--- src/rtl/download_ctrl.sv ---
// download_ctrl: routes ioctl byte downloads to the game core (ROM image,
// game-select byte, DIP switch bytes) and sequences the core reset around
// ROM loads, game changes and user reset requests.
module download_ctrl #(
    parameter logic [7:0]  ROM_INDEX = 8'd0,
    parameter logic [7:0]  MOD_INDEX = 8'd1,
    parameter logic [7:0]  DIP_INDEX = 8'd254,
    parameter int unsigned RST_HOLD  = 16
) (
    input  logic        clk_sys,
    input  logic        reset_n,
    input  logic        ioctl_download,
    input  logic        ioctl_wr,
    input  logic [24:0] ioctl_addr,
    input  logic [7:0]  ioctl_dout,
    input  logic [7:0]  ioctl_index,
    input  logic        user_reset,
    output logic [15:0] dn_addr,
    output logic [7:0]  dn_data,
    output logic        dn_wr,
    output logic [7:0]  mod_sel,
    output logic [7:0]  sw0,
    output logic [7:0]  sw1,
    output logic [7:0]  sw2,
    output logic        core_reset,
    output logic        rom_loaded,
    output logic        err_ovf
);

    localparam logic [1:0] ST_IDLE = 2'd0;
    localparam logic [1:0] ST_LOAD = 2'd1;
    localparam logic [1:0] ST_HOLD = 2'd2;
    localparam logic [1:0] ST_RUN  = 2'd3;

    // Counter runs HOLD_INIT..0, so HOLD spans exactly RST_HOLD cycles.
    localparam logic [7:0] HOLD_INIT = 8'(RST_HOLD - 1);

    logic [1:0]  state;
    logic [7:0]  hold_cnt;

    logic        rom_start;
    logic        rom_wr;
    logic        rom_ovf;
    logic        mod_wr;
    logic        dip_wr;

    logic        vld_p1;
    logic [15:0] addr_p1;
    logic [7:0]  data_p1;

    // A ROM download is "active" whenever the download flag is up for the ROM target;
    // writes above 64 KiB do not fit the core's address space and are trapped.
    assign rom_start = ioctl_download & (ioctl_index == ROM_INDEX);
    assign rom_wr    = ioctl_wr & rom_start & (ioctl_addr[24:16] == 9'd0);
    assign rom_ovf   = ioctl_wr & rom_start & (ioctl_addr[24:16] != 9'd0);
    assign mod_wr    = ioctl_wr & (ioctl_index == MOD_INDEX) & (ioctl_addr == 25'd0);
    assign dip_wr    = ioctl_wr & (ioctl_index == DIP_INDEX) & (ioctl_addr[24:3] == 22'd0);

    // Reset sequencer: load, then hold the core in reset, then release it.
    always_ff @(posedge clk_sys) begin
        if (!reset_n) begin
            state      <= ST_IDLE;
            hold_cnt   <= 8'd0;
            rom_loaded <= 1'b0;
        end else begin
            case (state)
                ST_IDLE: begin
                    if (rom_start) state <= ST_LOAD;
                end
                ST_LOAD: begin
                    if (!ioctl_download) begin
                        state      <= ST_HOLD;
                        hold_cnt   <= HOLD_INIT;
                        rom_loaded <= 1'b1;
                    end
                end
                ST_HOLD: begin
                    if (rom_start) begin
                        state <= ST_LOAD;
                    end else if (user_reset) begin
                        hold_cnt <= HOLD_INIT;
                    end else if (hold_cnt == 8'd0) begin
                        state <= ST_RUN;
                    end else begin
                        hold_cnt <= hold_cnt - 8'd1;
                    end
                end
                ST_RUN: begin
                    if (rom_start) begin
                        state <= ST_LOAD;
                    end else if (user_reset || mod_wr) begin
                        state    <= ST_HOLD;
                        hold_cnt <= HOLD_INIT;
                    end
                end
                default: state <= ST_IDLE;
            endcase
        end
    end

    assign core_reset = (state != ST_RUN);

    // Stage p0 -> p1: register the ROM write bus toward the core.
    always_ff @(posedge clk_sys) begin
        if (!reset_n) begin
            vld_p1  <= 1'b0;
            addr_p1 <= 16'd0;
            data_p1 <= 8'd0;
        end else begin
            vld_p1  <= rom_wr;
            addr_p1 <= ioctl_addr[15:0];
            data_p1 <= ioctl_dout;
        end
    end

    assign dn_wr   = vld_p1;
    assign dn_addr = addr_p1;
    assign dn_data = data_p1;

    // Sticky overflow flag for ROM writes outside the 16-bit window.
    always_ff @(posedge clk_sys) begin
        if (!reset_n) begin
            err_ovf <= 1'b0;
        end else if (rom_ovf) begin
            err_ovf <= 1'b1;
        end
    end

    // Game-select and DIP bytes are captured in any state; DIP slots 3..7 are discarded.
    always_ff @(posedge clk_sys) begin
        if (!reset_n) begin
            mod_sel <= 8'h00;
            sw0     <= 8'hFF;
            sw1     <= 8'hFF;
            sw2     <= 8'hFF;
        end else begin
            if (mod_wr) mod_sel <= ioctl_dout;
            if (dip_wr) begin
                case (ioctl_addr[2:0])
                    3'd0:    sw0 <= ioctl_dout;
                    3'd1:    sw1 <= ioctl_dout;
                    3'd2:    sw2 <= ioctl_dout;
                    default: ;
                endcase
            end
        end
    end

endmodule

--- config.mk ---
export PLATFORM = sky130hd
export DESIGN_NAME = download_ctrl
export DESIGN_NICKNAME = d
export VERILOG_FILES = /design/src/rtl/download_ctrl.sv
export SDC_FILE = /design/constraint.sdc
export NUM_CORES = 1
export LEC_CHECK = 0
export ABC_CLOCK_PERIOD_IN_PS = 5400
export BUFFER_PORTS_ARGS = -buffer_cell sky130_fd_sc_hd__buf_2
export CELL_PAD_IN_SITES_DETAIL_PLACEMENT = 2
export CELL_PAD_IN_SITES_GLOBAL_PLACEMENT = 2
export CORE_MARGIN = 3
export CORE_UTILIZATION = 31
export DETAILED_ROUTE_END_ITERATION = 7
export PLACE_DENSITY_LB_ADDON = 0.15
export SYNTH_ARGS = -nofsm -noshare
export SYNTH_HDL_FRONTEND = slang
export SYNTH_SLANG_ARGS = --single-unit
--- constraint.sdc ---
create_clock -name clk_sys -period 5.4 [get_ports clk_sys]
set_input_delay 1.08 -clock clk_sys [delete_from_list [all_inputs] [get_ports clk_sys]]
set_output_delay 1.08 -clock clk_sys [all_outputs]
set_load 0.005 [all_outputs]
==> reports/metrics.yaml, run 1 <==
outcome:
  status: "completed"
sta:
  fin_crit_ps: 2899
  finalSetupViolCount: 0
  timing_max_transition_violations_final: 0
  final_hold_viol_count: 0
  rsz0062_at_grt: "no"
  tns_ps: 0
  period_share: 0.5368
  skew_ps: 8.831
  relSlewSlack: 0.2545
  tightest_slew_ps: 1118
  fmax_mhz: 345.0
setup_path:
  crit_path_max_fanout: 16
  required_ps: 5610
  startpoint_type: "input port"
  arrival_ps: 3110
  crit_type: "input port to flip-flop"
  endpoint_kind: "flip-flop"
clock_network:
  clock_sinks: 69
  clock_path_buffers: 2
  cts_hold_buf: 0
  cts-resized-gates: 0
  clockRootBuffer: "clkbuf_8"
  clk_latency_ps: 350
  numCtsBuffers: 9
  h-tree-depth: 3
  cts_tree: "done"
  cts.repair_timing.setup_buffer_count: 0
  clk_pin_slew_ps: 80
synth:
  synth.area.top_cells: "dfxtp_1 49%, mux2i_1 11%, and2_1 5.4%"
  synth.distinct_cells: 43
  yosysTopAreaCellShare: 0.4937
  yosys_warnings: 0
  synth_area_um2: 2798
  synth_flop_cell: "dfxtp_1"
  syn-num-nets: 328
  synthCells: 275
  async_reset_ff_frac: 0
  avgSynthCellArea_um2: 10.17
  synth_edf_count: 0
  synth_seq_area_share: 0.4937
  synth_area_leader_cell: "dfxtp_1"
  ys_ff_latch: 69
routing:
  dr.first_iter.drc_count: 70
  via_count: 2405
  drtAntennaViolNets: 0
  route.detailed.drc: 0
  drtPass1Iterations: 3
  wire_per_inst_um: 17.06
  wl_mm: 8.393
  via_per_inst: 4.888
power_and_ir_drop:
  p_total_mw: 1.170
  powerDensity_nw_per_um2: 325.5
  p_leak_nw: 1.515
  ir_drop_mv: 0.1302
min_path:
  hold_class: "flip-flop to flip-flop"
place:
  hpwl_mm: 6.252
  dp_cells: 477
  io_buffers: 105
  place_congestion: 0.7336
final_layout:
  post_route_cells_drive_above_1_share: 0.3568
  fin_cells: 492
  finalNetCount: 433
  multi_input_area_um2: 1339
  seqCellArea_um2: 1381
  diodes: 0
  syn_to_final_growth_pct: 28.53
  fillers: 994
  final_core_util: 0.4103
die:
  num_rows: 34
  coreArea_um2: 8763
  initial_core_util: 0.3192
  die_w_um: 101
  dieArea_um2: 10200
  die_h_um: 101
  boundaryPins: 106
grt:
  grt_pass1_vias: 2624
  grt_overflow: 0
  antenna_found_initial: 0
  grt_usage: 0.1704
  grt_max_degree: 56
  grt_pass1_wl_mm: 13.41
run:
  drv_cap: 0
[state kept, by name (all words and copies together), names as in the netlist]
name / flops
mod_sel: 8
dn_data: 8
dn_wr: 1
rom_loaded: 1
sw1: 8
err_ovf: 1
dn_addr: 16
sw2: 8
hold_cnt: 8
sw0: 8
state: 2
[logic make-up after synthesis]
| logic type | after synthesis | synth area share |
|---|---|---|
| AO/OA/AOI/OAI | 31 | 0.08766 |
| multiplexers | 32 | 0.1145 |
| flip-flops | 69 | 0.4937 |
| buffers and inverters | 21 | 0.02996 |
| AND/OR/NAND/NOR | 115 | 0.2428 |
| adder cells (fa/ha/maj) | 7 | 0.03130 |
[layer usage]
metal,up-vias,wire (µm),track usage
met2,41,4425,0.2972
met4,0,138,0.06953
met5,-,0,0
met1,1183,3462,0.1975
met3,12,367,0.04429
li1,1169,-,-
[critical path: stages]
cell	delay, ps
buf_2	110
nor4_1	480
nand4_1	330
o311ai_4	680
and3_1	320
a311oi_1	110
[final timing paths]
check | from | to | slack (ps) | cells after the start
max reg2reg | state[0] | hold_cnt[3] | 2810 | 6
max | ioctl_index[2] | hold_cnt[3] | 2500 | 6
min | sw1[1] | sw1[1] | 470 | 2
min reg2reg | sw1[1] | sw1[1] | 470 | 2
[area by class of cell]
cell class              count  area share
clock buffers              10     0.03827
flip-flops and latches     69      0.3841
clock inverters             5     0.01009
well taps                 108     0.03758
inverters                   9    0.009395
multi-input cells         185      0.3723
repair buffers            106      0.1482
[through the flow]
stage / instance area (µm²) / setup WS, ps / hold slack, ps
finish: 3596 / 2501 / 474.1
global route: 3596 / 2268 / 511.5
CTS: 3596 / 2485 / 478.8
detailed placement: 3422 / 2123 / 456.3
global placement: 3422 / 2164 / 449.4
floorplan: 2798 / 2729 / 460.4
[cells in the mapped netlist, types with 2 or more instances]
master and number:
a211oi_1 2, a21oi_1 8, a311oi_1 2, a31o_2 2, a31oi_1 6, a41o_1 4
and2_1 24, clkbuf_1 10, dfxtp_1 69, ha_1 7, inv_1 8, mux2i_1 32
nand2_1 36, nand2b_1 4, nand3_1 4, nand4_1 2, nor2_1 16, nor3_1 9
nor4_1 2, nor4_2 3, nor4_4 2, nor4b_1 2
[cell usage in the layout (no fill, tap or decap), types with 3 or more instances in the layout]
master and count:
nand3_1 4, nand2b_1 4, ha_1 7, buf_2 105, and2_1 24, inv_1 8, dfxtp_1 69, nor3_1 9
nor2_1 16, mux2i_1 32, nor4_2 3, a21oi_1 8, clkbuf_8 10, clkinvlp_4 3, a31oi_1 6, a41o_1 4
nand2_1 36
[power breakdown]
group          internal [mW]  leakage (nW)  switching, mW
Combinational         0.0917         0.870          0.135
Sequential             0.536         0.564         0.0214
Clock                  0.177        0.0808          0.209
Total                  0.805          1.51          0.366
Note: power is estimated with default switching activity, not from simulation.
==> inputs of run 2 (changes only) <==
--- a/config.mk
+++ b/config.mk
@@ -5,12 +5,13 @@
 export SDC_FILE = /design/constraint.sdc
 export NUM_CORES = 1
 export LEC_CHECK = 0
-export ABC_CLOCK_PERIOD_IN_PS = 5400
+export ABC_AREA = 1
+export ABC_CLOCK_PERIOD_IN_PS = 3020
 export BUFFER_PORTS_ARGS = -buffer_cell sky130_fd_sc_hd__buf_2
 export CELL_PAD_IN_SITES_DETAIL_PLACEMENT = 2
 export CELL_PAD_IN_SITES_GLOBAL_PLACEMENT = 2
 export CORE_MARGIN = 3
-export CORE_UTILIZATION = 31
+export CORE_UTILIZATION = 26
 export DETAILED_ROUTE_END_ITERATION = 7
 export PLACE_DENSITY_LB_ADDON = 0.15
 export SYNTH_ARGS = -nofsm -noshare
==> constraint.sdc (replaced) <==
create_clock -name clk_sys -period 3.02 [get_ports clk_sys]
set_input_delay 0.604 -clock clk_sys [delete_from_list [all_inputs] [get_ports clk_sys]]
set_output_delay 0.604 -clock clk_sys [all_outputs]
set_load 0.005 [all_outputs]
==> reports/metrics.yaml, run 2 <==
outcome:
  status: "completed"
final_layout:
  finalNetCount: 568
  post-route-cell-area_um2: 3955
  fillers: 1342
  seqCellArea_um2: 1381
  final_common_cell: "buf_2"
  diodes: 0
  multi_input_area_um2: 1328
  syn_to_final_growth_pct: 31.87
  post_route_cells_drive_above_1_share: 0.2865
  largest_reg_flops: 16
  mostFrequentLayoutCells: "105 x buf_2, 87 x nand2_1, 69 x dfxtp_1"
sta:
  tightest_slew_ps: 690.5
  hold_slack_ps: 455.4
  fmax_mhz: 485.1
  skew_ps: 4.324
  rsz0062_at_grt: "no"
  fin_crit_ps: 2061
  setup_slack_ps: 958.7
  finalSetupViolCount: 0
  timing_max_transition_violations_final: 0
  tns_ps: 0
  relSlewSlack: 0.5372
  final_hold_viol_count: 0
  period_share: 0.6826
setup_path:
  worstRegToRegCells: 9
  worstPathCellList: "inv_1 > ha_1 > nand2_1 > o21ai_0 > o21bai_1 > nor2_2 > nand2_2 > nand2_1 > a21oi_1"
  endpoint_kind: "flip-flop"
  crit_top_cell: "nand2_1"
  critical_path.max_stage_delay_ps: 400
  crit_slowest_cell: "dfxtp_1"
  rrSetupSlack_ps: 960
  timing.rr.end: "hold_cnt[7]"
  r2r-start: "state[1]"
  crit_path_max_fanout: 9
  crit_type: "flip-flop to flip-flop"
  startpoint_type: "flip-flop"
  cp_num_buf_inv: 1
  cpLargestDelayFamily: "simple AND/OR/NAND/NOR gates"
  required_ps: 3230
  arrival_ps: 2270
grt:
  grt_overflow: 0
  grt_max_degree: 37
  grt_pass1_vias: 3302
  grt_pass1_wl_mm: 16.81
  grt_usage: 0.1648
  antenna_found_initial: 0
synth:
  synth_area_leader_cell: "dfxtp_1"
  yosysTopAreaCellShare: 0.4606
  synth_top_family_by_area: "simple AND/OR/NAND/NOR gates"
  synth_edf_count: 0
  synthXorXnorAreaFrac: 0
  yosys_warnings: 0
  synthCells: 407
  synth_area_um2: 2999
  synth.distinct_cells: 31
  synth.most_common_cell: "nand2_1"
  synth.area.top_cells: "dfxtp_1 46%, nand2_1 11%, nand3_1 11%"
  synth_flop_cell: "dfxtp_1"
  ys_ff_latch: 69
  async_reset_ff_frac: 0
  avgSynthCellArea_um2: 7.369
  synthAdderAreaFrac: 0.02920
  synth_common_cells: "87 x nand2_1, 69 x dfxtp_1, 65 x nand3_1"
  syn-num-nets: 460
  synth_compound_area_frac: 0.04172
  synth_seq_area_share: 0.4606
  synthMuxAreaShare: 0
  yosys.area_share.simple: 0.3717
clock_network:
  clk_pin_slew_ps: 60
  cts.repair_timing.setup_buffer_count: 0
  cts_tree: "done"
  cts_hold_buf: 0
  cts-resized-gates: 0
  h-tree-depth: 3
  clk_latency_ps: 330
  clock_path_buffers: 2
  numCtsBuffers: 9
  clockRootBuffer: "clkbuf_16"
  clock_sinks: 69
die:
  boundaryPins: 106
  initial_core_util: 0.2707
  coreArea_um2: 11080
  num_rows: 38
  die_w_um: 113.4
  die_h_um: 113.4
  dieArea_um2: 12860
routing:
  route.detailed.drc: 0
  drtAntennaViolNets: 0
  via_per_inst: 4.608
  wl_mm: 10.06
  wire_per_inst_um: 15.24
  via_count: 3041
  drtPass1Iterations: 5
  dr.first_iter.drc_count: 110
place:
  place_congestion: 0.7313
  hpwl_mm: 7.783
  io_buffers: 105
  dpl_cell_area_um2: 3654
  post-place-ws_ps: 765.8
min_path:
  min_from: "sw1[3]"
  hold_depth: 2
  min_to: "sw1[3]"
  hold_class: "flip-flop to flip-flop"
run:
  drv_cap: 0
power_and_ir_drop:
  ir_drop_mv: 0.3075
  powerDensity_nw_per_um2: 701.4
  p_leak_nw: 2.056
## run 2: cell count changes after synthesis, sizes merged, moves of 5 or more
cell    before  now
nand2       36   97
and2        24    1
nor2        16   51
nor3        10    4
nand3        5   65
clkbuf      10    5
inv          8   60
o21ai        1    9
mux2i       32    0
## run 2: layer usage
metal	track usage	routed length (µm)	up-vias
li1	-	-	1502
met1	0.1973	4375	1464
met2	0.2820	5001	64
met3	0.05623	574	11
met4	0.04567	108	0
met5	0	0	-
## run 2: report_power, final
part / switching [mW] / leakage (nW) / total [mW] / internal [mW]
clock: 0.407 / 0.152 / 1.07 / 0.660
combinational: 0.457 / 1.34 / 0.702 / 0.245
sequential: 0.0350 / 0.565 / 1.01 / 0.970
total: 0.899 / 2.06 / 2.77 / 1.88
## run 2: kinds of logic after synthesis
group                    after synthesis
buffers and inverters                 71
flip-flops                            69
adder cells (fa/ha/maj)                7
AO/OA/AOI/OAI                         24
AND/OR/NAND/NOR                      236
## run 2: layout make-up
class	instances	share of cell area
Multi-Input combinational cell	267	0.3357
Inverter	61	0.05789
Sequential cell	69	0.3493
Timing Repair Buffer	107	0.1367
Clock buffer	10	0.06042
Clock inverter	6	0.01582
Tap cell	140	0.04429
## run 2: metrics by stage
stage	total power, mW	utilization	cells
3_5_place_dp	1.745	0.3298	644
3_3_place_gp	1.711	0.3298	644
4_1_cts	2.836	0.3570	660
5_1_grt	2.971	0.3570	660
2_1_floorplan	1.508	-	407
6_report	2.774	0.3570	660
## run 2: how the worst max path moves through the flow
stage	slack (ps)	cells after the start	to	from
floorplan	1270	7	sw1[1]	ioctl_addr[20]
global placement	820	9	sw1[2]	ioctl_addr[22]
detailed placement	770	9	sw1[1]	ioctl_addr[22]
CTS	900	9	hold_cnt[3]	state[1]
global route	720	9	hold_cnt[3]	state[1]
finish	960	9	hold_cnt[7]	state[1]
## run 2: worst register-to-register path: stages (launching register included)
cell,delay [ps]
dfxtp_1,400
inv_1,140
ha_1,230
nand2_1,130
o21ai_0,90
o21bai_1,170
nor2_2,360
nand2_2,240
nand2_1,110
a21oi_1,60
==> inputs of run 3 (changes only) <==
--- a/config.mk
+++ b/config.mk
@@ -5,13 +5,13 @@
 export SDC_FILE = /design/constraint.sdc
 export NUM_CORES = 1
 export LEC_CHECK = 0
-export ABC_AREA = 1
-export ABC_CLOCK_PERIOD_IN_PS = 3020
+export ABC_AREA = 0
+export ABC_CLOCK_PERIOD_IN_PS = 1910
 export BUFFER_PORTS_ARGS = -buffer_cell sky130_fd_sc_hd__buf_2
 export CELL_PAD_IN_SITES_DETAIL_PLACEMENT = 2
 export CELL_PAD_IN_SITES_GLOBAL_PLACEMENT = 2
 export CORE_MARGIN = 3
-export CORE_UTILIZATION = 26
+export CORE_UTILIZATION = 29
 export DETAILED_ROUTE_END_ITERATION = 7
 export PLACE_DENSITY_LB_ADDON = 0.15
 export SYNTH_ARGS = -nofsm -noshare
==> constraint.sdc (replaced) <==
create_clock -name clk_sys -period 1.91 [get_ports clk_sys]
set_input_delay 0.382 -clock clk_sys [delete_from_list [all_inputs] [get_ports clk_sys]]
set_output_delay 0.382 -clock clk_sys [all_outputs]
set_load 0.005 [all_outputs]
==> reports/metrics.yaml, run 3 (synthesized netlist as in run 1, its figures left out) <==
routing:
  drtPass1Iterations: 4
  via_per_inst: 4.692
  wl_mm: 9.436
  route.detailed.drc: 0
  dr.first_iter.drc_count: 42
  wire_per_inst_um: 17.28
  via_count: 2562
  drtAntennaViolNets: 0
die:
  dieArea_um2: 10860
  coreArea_um2: 9328
  die_h_um: 104.2
  die_w_um: 104.2
  num_rows: 35
  boundaryPins: 106
  initial_core_util: 0.2999
outcome:
  status: "completed"
power_and_ir_drop:
  powerDensity_nw_per_um2: 970.4
  ir_drop_mv: 0.3561
  p_leak_nw: 1.744
place:
  post-place-ws_ps: -207.1
  dpl_cell_area_um2: 3737
  io_buffers: 105
  place_congestion: 0.7612
  dp_cells: 527
  hpwl_mm: 6.746
clock_network:
  cts_tree: "done"
  clk_latency_ps: 340
  clockRootBuffer: "clkbuf_8"
  h-tree-depth: 3
  clock_sinks: 69
  clock_path_buffers: 2
  cts_hold_buf: 0
  clk_pin_slew_ps: 80
  numCtsBuffers: 9
final_layout:
  fin_cells: 546
  final_common_cell: "buf_2"
  final_core_util: 0.4333
  post_route_cells_drive_above_1_share: 0.4183
  post-route-cell-area_um2: 4041
  mostFrequentLayoutCells: "106 x buf_2, 68 x dfxtp_1, 36 x nand2_1"
  finalNetCount: 464
  syn_to_final_growth_pct: 44.45
  largest_reg_flops: 16
run:
  drv_cap: 0
sta:
  timing_max_transition_violations_final: 0
  fmax_mhz: 555.5
  fin_crit_ps: 1800
  rsz0062_at_grt: "no"
  period_share: 0.9425
  skew_ps: 3.529
  tns_ps: 0
  tightest_slew_ps: 366.3
  setup_slack_ps: 109.8
  final_hold_viol_count: 0
  relSlewSlack: 0.7539
  finalSetupViolCount: 0
setup_path:
  timing.rr.end: "hold_cnt[5]"
  arrival_ps: 2030
  required_ps: 2140
  endpoint_kind: "flip-flop"
  worstRegToRegCells: 8
  crit_type: "flip-flop to flip-flop"
  crit_path_max_fanout: 7
  startpoint_type: "flip-flop"
  rrSetupSlack_ps: 110
  r2r-start: "state[0]"
grt:
  grt_usage: 0.1749
  grt_pass1_vias: 2877
  antenna_found_initial: 1
  grt_overflow: 0
  grt_pass1_wl_mm: 15.17
  grt_max_degree: 55
min_path:
  hold_class: "input port to flip-flop"
  min_from: "ioctl_addr[13]"
  min_to: "dn_addr[13]"
  hold_depth: 2
run 3: cell count changes in the layout (fill, tap and decap cells not counted), moves of 8 or more:
cell and delta:
and2_1 +24, buf_4 +24, clkbuf_16 -9, clkbuf_8 +10
inv_1 -48, mux2i_1 +32, nand2_1 -51, nand3_1 -61
nor2_1 -29, o21ai_0 -8
run 3: power breakdown:
group	internal (mW)	total, mW	switching, mW	leakage [nW]
combinational	0.368	0.825	0.458	1.05
sequential	1.52	1.57	0.0493	0.564
clock	0.942	1.53	0.589	0.126
run 3: critical path, cell delays in order (launching register included):
cell,delay [ps]
dfxtp_2,350
inv_1,100
ha_1,320
o2bb2ai_2,70
a41o_1,210
a21oi_2,150
buf_4,190
a31oi_1,120
a41o_1,210
run 3: routing by layer:
metal / vias to the layer above / wire, µm / GRT usage
li1: 1232 / - / -
met1: 1274 / 3910 / 0.1978
met2: 44 / 4999 / 0.3194
met3: 12 / 396 / 0.04407
met4: 0 / 130 / 0.05793
met5: - / 0 / 0
run 3: final cells by class:
class,instances,area [µm²]
fillers,1035,5286
diodes,1,2.502
flip-flops and latches,69,1383
well taps,129,161.4
clock buffers,11,151.4
clock inverters,5,106.4
repair buffers,137,825.8
multi-input cells,185,1378
inverters,9,33.78
run 3: worst max-delay path by stage:
stage                   start          end  slack (ps)
6_report             state[0]  hold_cnt[5]         110
5_1_grt         ioctl_addr[9]       sw0[7]         0.2
4_1_cts              state[0]  hold_cnt[3]           6
3_5_place_dp    ioctl_addr[3]       sw0[1]        -210
3_3_place_gp   ioctl_index[2]  hold_cnt[3]        -210
2_1_floorplan  ioctl_index[5]       sw1[1]         -60
run 3: repair_timing:
action / CTS / global route
gates resized for setup: 2 / 6
buffers inserted: 0 / 1
pin swaps: 0 / 1
cloned: 0 / 1
endpoints found under the setup margin: 3 / 12
run 3: through the flow:
stage                     hold WS [ps]  power (mW)
after floorplan                  458.0       2.024
after global placement           444.0       2.335
after detailed placement         449.7       2.361
after CTS                        242.1       3.923
after global routing             255.7       4.141
final                            264.3       3.922
